## src/rtl/inst_prefetch_queue.sv

```systemverilog
// inst_prefetch_queue
//   Instruction prefetch queue between instruction memory and the fetch stage.
//   Issues sequential word fetches ahead of the core, buffers returned words
//   with their PCs in a DEPTH-entry FIFO, and flushes on a redirect while
//   discarding responses that were already in flight when it happened.
//
// Ports
//   clk, reset                 clock; synchronous active-low reset
//   imem_req_valid/ready/addr  fetch request channel (addr = fetch_pc)
//   imem_resp_valid/data       in-order responses, one per accepted request
//   redirect, redirect_pc      flush and restart fetching at redirect_pc
//   deq_valid/ready            head entry handshake toward the fetch stage
//   deq_instr, deq_pc          head instruction and its PC
//   count                      occupied FIFO entries
module inst_prefetch_queue #(
    parameter int unsigned      WIDTH    = 32,
    parameter int unsigned      INST_LEN = 32,
    parameter int unsigned      DEPTH    = 4,
    parameter logic [WIDTH-1:0] RESET_PC = '0
) (
    input  logic                     clk,
    input  logic                     reset,
    output logic                     imem_req_valid,
    input  logic                     imem_req_ready,
    output logic [WIDTH-1:0]         imem_req_addr,
    input  logic                     imem_resp_valid,
    input  logic [INST_LEN-1:0]      imem_resp_data,
    input  logic                     redirect,
    input  logic [WIDTH-1:0]         redirect_pc,
    output logic                     deq_valid,
    input  logic                     deq_ready,
    output logic [INST_LEN-1:0]      deq_instr,
    output logic [WIDTH-1:0]         deq_pc,
    output logic [$clog2(DEPTH):0]   count
);

    localparam int unsigned AW = $clog2(DEPTH);
    localparam int unsigned CW = AW + 1;
    localparam logic [CW:0] DEPTH_W = DEPTH[CW:0];

    logic [INST_LEN-1:0] instr_mem [DEPTH];
    logic [WIDTH-1:0]    pc_mem    [DEPTH];
    logic [WIDTH-1:0]    pend_mem  [DEPTH];

    logic [WIDTH-1:0] fetch_pc;
    logic [AW-1:0]    wr_ptr, rd_ptr, pend_wr, pend_rd;
    logic [CW-1:0]    count_q, outstanding, drop;

    logic [CW:0] occupancy;
    logic        req_fire, resp_fire, resp_keep, deq_fire;

    always_comb begin
        // Entries held plus requests in flight; keeping this <= DEPTH means
        // every response always has a FIFO slot waiting for it.
        occupancy      = {1'b0, count_q} + {1'b0, outstanding};
        imem_req_valid = reset & ~redirect & (occupancy < DEPTH_W);
        imem_req_addr  = fetch_pc;
        deq_valid      = reset & ~redirect & (count_q != '0);
        deq_instr      = instr_mem[rd_ptr];
        deq_pc         = pc_mem[rd_ptr];
        count          = count_q;
        req_fire       = imem_req_valid & imem_req_ready;
        resp_fire      = reset & imem_resp_valid;
        // A response arriving in a redirect cycle belongs to the old stream.
        resp_keep      = resp_fire & (drop == '0) & ~redirect;
        deq_fire       = deq_valid & deq_ready;
    end

    // Storage arrays carry no reset; validity comes from the counters.
    always_ff @(posedge clk) begin
        if (resp_keep) begin
            instr_mem[wr_ptr] <= imem_resp_data;
            pc_mem[wr_ptr]    <= pend_mem[pend_rd];
        end
        if (req_fire) begin
            pend_mem[pend_wr] <= fetch_pc;
        end
    end

    always_ff @(posedge clk) begin
        if (!reset) begin
            fetch_pc    <= RESET_PC;
            count_q     <= '0;
            outstanding <= '0;
            drop        <= '0;
            wr_ptr      <= '0;
            rd_ptr      <= '0;
            pend_wr     <= '0;
            pend_rd     <= '0;
        end else begin
            // The pending-address FIFO tracks the memory, not the redirect:
            // every accepted request gets exactly one response to pop it.
            if (req_fire) begin
                fetch_pc <= fetch_pc + WIDTH'(4);
                pend_wr  <= pend_wr + AW'(1);
            end
            if (resp_fire) begin
                pend_rd <= pend_rd + AW'(1);
            end
            case ({req_fire, resp_fire})
                2'b10:   outstanding <= outstanding + CW'(1);
                2'b01:   outstanding <= outstanding - CW'(1);
                default: ;
            endcase

            if (redirect) begin
                fetch_pc <= redirect_pc;
                count_q  <= '0;
                wr_ptr   <= '0;
                rd_ptr   <= '0;
                // No request is issued here, so everything still in flight
                // after this cycle's response belongs to the old stream.
                drop     <= outstanding - CW'(resp_fire);
            end else begin
                if (resp_fire && (drop != '0)) begin
                    drop <= drop - CW'(1);
                end
                if (resp_keep) begin
                    wr_ptr <= wr_ptr + AW'(1);
                end
                if (deq_fire) begin
                    rd_ptr <= rd_ptr + AW'(1);
                end
                case ({resp_keep, deq_fire})
                    2'b10:   count_q <= count_q + CW'(1);
                    2'b01:   count_q <= count_q - CW'(1);
                    default: ;
                endcase
            end
        end
    end

    // A response with nothing outstanding means the memory broke protocol.
    a_resp_has_request: assert property (
        @(posedge clk) disable iff (!reset) imem_resp_valid |-> (outstanding != '0));

endmodule

```

## config.mk

```make
export PLATFORM = sky130hd
export DESIGN_NAME = inst_prefetch_queue
export DESIGN_NICKNAME = d
export VERILOG_FILES = /design/src/rtl/inst_prefetch_queue.sv
export SDC_FILE = /design/constraint.sdc
export NUM_CORES = 1
export LEC_CHECK = 0
export CAP_MARGIN = 20
export CORE_AREA = 2 2 223 225
export DETAILED_ROUTE_END_ITERATION = 10
export DIE_AREA = 0 0 225 227
export PLACE_DENSITY = 0.55
export SLEW_MARGIN = 20
export SYNTH_ARGS = -nofsm -noshare
export SYNTH_HDL_FRONTEND = slang
export SYNTH_SLANG_ARGS = --single-unit
```

## constraint.sdc

```tcl
create_clock -name clk -period 3.1 [get_ports clk]
set_input_delay 0.62 -clock clk [delete_from_list [all_inputs] [get_ports clk]]
set_output_delay 0.62 -clock clk [all_outputs]
set_load 0.01 [all_outputs]
```

# Word-level counts from Yosys, hierarchy flattened
# Memories as Yosys holds them, arrays and structs flattened. A register that Yosys moved wholly into a read port is not among the register bits.
# Cells that the tools add are included.
# Widths: inputs -> output; s select.
[word_totals]
n_memories = 3
ramBits = 384
out_inout_bits = 101
inputBits = 70
ff_bits = 49
[classes]
n_bitwise = 10
n_lt_le_gt_ge = 1
reduce_logical = 9
mux = 16
n_eq_ne = 4
n_addsub = 12
[memory_table]
columns = ["name", "words", "word_bits", "read_ports", "rd_clocked_by_memory_dff", "write_ports", "line", "text"]
rows = [
  ["instr_mem", 4, 32, 1, 1, 1, "41", "logic [INST_LEN-1:0] instr_mem [DEPTH];"],
  ["pc_mem", 4, 32, 1, 1, 1, "42", "logic [WIDTH-1:0] pc_mem [DEPTH];"],
  ["pend_mem", 4, 32, 1, 1, 1, "43", "logic [WIDTH-1:0] pend_mem [DEPTH];"],
]
[ops]
columns = ["op", "n"]
rows = [
  ["$mux 32", 2],
  ["$add 32x3->32 const B", 1],
  ["$mux 2", 6],
  ["$pmux 3 s2", 2],
  ["$sub 3x1->3 const B", 3],
  ["$add 2x1->2 const B", 4],
  ["$and 1x1->1", 8],
  ["$reduce_bool 2->1", 4],
  ["$add 3x1->3 const B", 2],
  ["$mux 3", 2],
  ["$reduce_bool 3->1", 2],
  ["$add 3x3->4", 1],
  ["$eq 2x1->1 const B", 2],
  ["$eq 2x2->1 const B", 2],
  ["$lt 4x3->1 const B", 1],
  ["$mux 1", 4],
  ["$logic_not 3->1", 1],
  ["$sub 3x1->3", 1],
  ["$not 1->1", 2],
  ["$reduce_or 2->1", 1],
  ["$logic_and 1x1->1", 1],
]

# Depth between registers and ports, before layout
[logic_depth]
ltp_word = 6
mapped_depth = 12

# Worst setup path after synthesis
# OpenSTA, ideal clock, no wires.
[synth_path]
kind = "input to register"
from = "input reset"
to = "memory instr_mem[0][0] (enable)"
path_slack_ns = 0.041
path_buffers = 1
path_stages = 4
arrival_ns = 2.630
cell_sequence = "buf_2 nand2b_1 nor2_1 and2_1"
[synth_via]
elab_chain_len = 5
[synth_lines]
columns = ["item", "line", "text"]
rows = [
  ["from (decl)", "22", "input logic reset,"],
  ["$and 1x1->1", "63", "resp_fire = reset & imem_resp_valid;"],
  ["$and 1x1->1 (2 in a row)", "65", "resp_keep = resp_fire & (drop == '0) & ~redirect;"],
  ["$mux 1", "71", "if (resp_keep) begin"],
  ["$mux 1 (implied by the code)", "72", "instr_mem[wr_ptr] <= imem_resp_data;"],
  ["to (decl)", "41", ""],
]
# No other way between the ends.

==> flow_metrics.py <==
metrics = {
    "global_route": {
        "grt_use_met2_pct": 24.9,
        "met3_usage_pct": 3.27,
        "gr-total-overflow": 0,
        "grt_first_pass_wirelength_um": 57800,
        "grt_max_degree": 39,
        "grt_use_total_pct": 15.2,
        "met1_usage_pct": 20.9,
        "grt_pass1_vias": 9306,
        "grt-busiest-layer": "met2",
        "antenna_found_initial": 0,
    },
    "yosys": {
        "synth-main-ff-cell": "edfxtp_1",
        "synthCells": 859,
        "synth_edf_count": 384,
        "synth.top_cell.area_share_pct": 68.7,
        "syn_nets": 948,
        "synth_top_area_cell": "edfxtp_1",
        "synthTopCellsByCount": "edfxtp_1, mux4_2, dfxtp_1, nand2_1, nor2_1",
        "synthesis.area_um2": 16800,
        "synthArstFlopShare_pct": 0,
        "ys_types": 54,
        "synth_seq_cells": 437,
        "synth-warning-count": 0,
        "yosysSeqAreaShare_pct": 75.0,
        "post-synth-top-count-cell": "edfxtp_1",
        "synth_area_leaders": "edfxtp_1, mux4_2, dfxtp_1",
        "synth_area_per_cell_um2": 19.5,
    },
    "placed_design": {
        "place_congestion": 0.794,
        "place_area_um2": 19700,
        "hpwl_um": 24200,
        "io_buffers": 170,
    },
    "hold_path": {
        "hold_end": "pend_wr[1]$_SDFFE_PN0P_",
        "min_from": "pend_wr[1]$_SDFFE_PN0P_",
        "hold_path_class": "reg2reg",
        "hold_depth": 2,
    },
    "floorplanning": {
        "die_w_um": 225,
        "core_um2": 48500,
        "start_util_pct": 34.6,
        "dieHeight_um": 227,
        "rows": 81,
        "pin_count": 171,
        "dieArea_um2": 51100,
    },
    "route": {
        "drc": 0,
        "routed_wl_um": 38200,
        "ant_nets": 0,
        "drt_iter0_markers": 534,
        "vias_per_cell": 5.03,
        "wl_per_cell_um": 21.8,
        "firstDrtPassIters": 4,
        "num_vias": 8787,
    },
    "cells_and_area": {
        "syn_to_final_growth_pct": 26.1,
        "diodes": 0,
        "final_util_pct": 43.6,
        "fin_nets": 1180,
        "fillCellCount": 4241,
        "layout-drive-gt1-share_pct": 20.2,
        "fin_area_um2": 21200,
        "seq_area_um2": 12600,
        "multiInputGateArea_um2": 3970,
    },
    "timing": {
        "setup_viol": 0,
        "fin_crit_sh_pct": 96.5,
        "hold_viol_final": 0,
        "fin_crit_ns": 2.99,
        "holdWs_ns": 0.509,
        "rsz0062_at_grt": "no",
        "clock_skew_ns": 0.0151,
        "fmax_mhz": 334,
        "fin_tns_setup_ns": 0,
        "worst_pin_slew_ns": 0.739,
        "max_slew_margin_pct": 50.3,
        "final_max_slew_viol_count": 0,
    },
    "clock_network": {
        "cts_tree": "yes",
        "cts-root-buf": "clkbuf_16",
        "cts_made_buffers": 47,
        "cts_buffer_depth": 3,
        "cts.sinks": 437,
        "clkSlewWorstSetupHoldPaths_ns": 0.06,
        "insertion_delay_ns": 0.57,
        "ctsHoldBuffers": 0,
        "htree_levels": 2,
    },
    "worst_setup_path": {
        "reg2reg_to": "outstanding[2]$_SDFFE_PN0P_",
        "rrSetupSlack_ns": 0.66,
        "r2r_cells": 10,
        "worstReg2RegStart": "outstanding[1]$_SDFFE_PN0P_",
        "startpoint_type": "flip-flop",
        "cp.arrival_ns": 2.37,
        "cp_max_fo": 17,
        "criticalPathCategory": "reg2out",
        "crit_required_ns": 2.48,
        "cp-end-kind": "primary output",
    },
    "job": {
        "maxCapViolations": 0,
    },
    "power_and_ir_drop": {
        "clockPowerShare_pct": 41.6,
        "sw_frac_of_total_pct": 20.8,
        "powerDensity_nw_per_um2": 594,
        "p_switching_mw": 2.62,
        "p_comb_share_pct": 5.6,
        "intPower_mw": 9.95,
        "p_leak_nw": 6.80,
        "pwr-share-seq_pct": 52.8,
        "vdd.ir_drop.worst_v": 0.000434,
    },
    "status": {
        "status": "finished, final reports clean",
    },
}
## critical path, stage by stage (launching register included)
cell             delay [ns]
dfxtp_4                0.42
buf_12                 0.14
buf_12                 0.19
mux4_2                 0.51
clkdlybuf4s50_1        0.54
## per-layer routing
metal  share of wire, %  vias to the layer above
met1                 46                     4533
met5                  0                        -
met2                 48                      237
li1                   -                     3961
met4                1.9                        0
met3                4.9                       56
## through the flow
step,setup slack [ns],power (mW),std cells
global route,0.000371,13.0,1747
CTS,0.0186,12.8,1747
global placement,0.192,7.46,1660
detailed placement,0.123,7.48,1660
finish,0.108,12.6,1747
floorplan,0.0415,7.08,859
## registers in the layout, summed over array words and instances (netlist names), named ones only
| name | flops |
|---|---|
| instr_mem | 128 |
| pc_mem | 128 |
| pend_mem | 128 |
| imem_req_addr | 32 |
| count | 3 |
| drop | 3 |
| outstanding | 3 |
| pend_rd | 2 |
| pend_wr | 2 |
| rd_ptr | 2 |
| wr_ptr | 2 |
## how the worst max path moves through the flow
stage,startpoint,endpoint,slack (ns)
floorplan,reset,instr_mem[0][0]$_DFFE_PP_,0.04
global placement,redirect,count[2]$_SDFFE_PP0P_,0.19
detailed placement,redirect,count[2]$_SDFFE_PP0P_,0.12
CTS,flip-flop,deq_pc[17],0.02
global route,flip-flop,deq_pc[18],0.0004
finish,flip-flop,deq_pc[18],0.11
## cell families (layout without fill, tap and decap cells)
logic type / after synthesis / count (layout) / synth area share (%)
adder cells (fa/ha/maj): 19 / 19 / 1.51
multiplexers: 101 / 101 / 13.2
buffers and inverters: 59 / 325 / 1.44
flip-flops: 437 / 437 / 75.0
AO/OA/AOI/OAI: 82 / 82 / 3.21
XOR/XNOR: 21 / 21 / 1.10
AND/OR/NAND/NOR: 140 / 140 / 4.55
## cell type report
class                      instances  share of cell area, %
sequential                       437                   59.5
clock buffer                      71                   6.32
inverter                          19                  0.337
clock inverter                    12                  0.402
timing repair buffer             223                   11.0
multi-input combinational        363                   18.8
tap                              622                   3.68
## repair_timing
item	CTS	global route
cloned	0	0
gates resized for setup	1	8
setup buffers	4	0
setup endpoints to repair	44	7
## power by group through the flow
stage	sequential, mW	combinational (mW)	clock (mW)
finish	6.64	0.703	5.22
global route	6.65	0.769	5.62
CTS	6.64	0.717	5.41
detailed placement	6.76	0.712	0
global placement	6.76	0.704	0
floorplan	6.74	0.340	0
## placed cells by master, fill, tap and decap left out, types with 14 or more instances in the layout
| master | instances |
|---|---|
| dfxtp_1 | 48 |
| clkdlybuf4s50_1 | 164 |
| nand2_1 | 31 |
| nand4_1 | 14 |
| mux4_2 | 96 |
| ha_1 | 17 |
| clkbuf_16 | 49 |
| o21ai_0 | 20 |
| buf_12 | 15 |
| inv_1 | 17 |
| edfxtp_1 | 384 |
| buf_4 | 37 |
| a21oi_1 | 20 |
| clkbuf_1 | 19 |
| nor2_1 | 30 |
(Power assumes the default switching activity.)
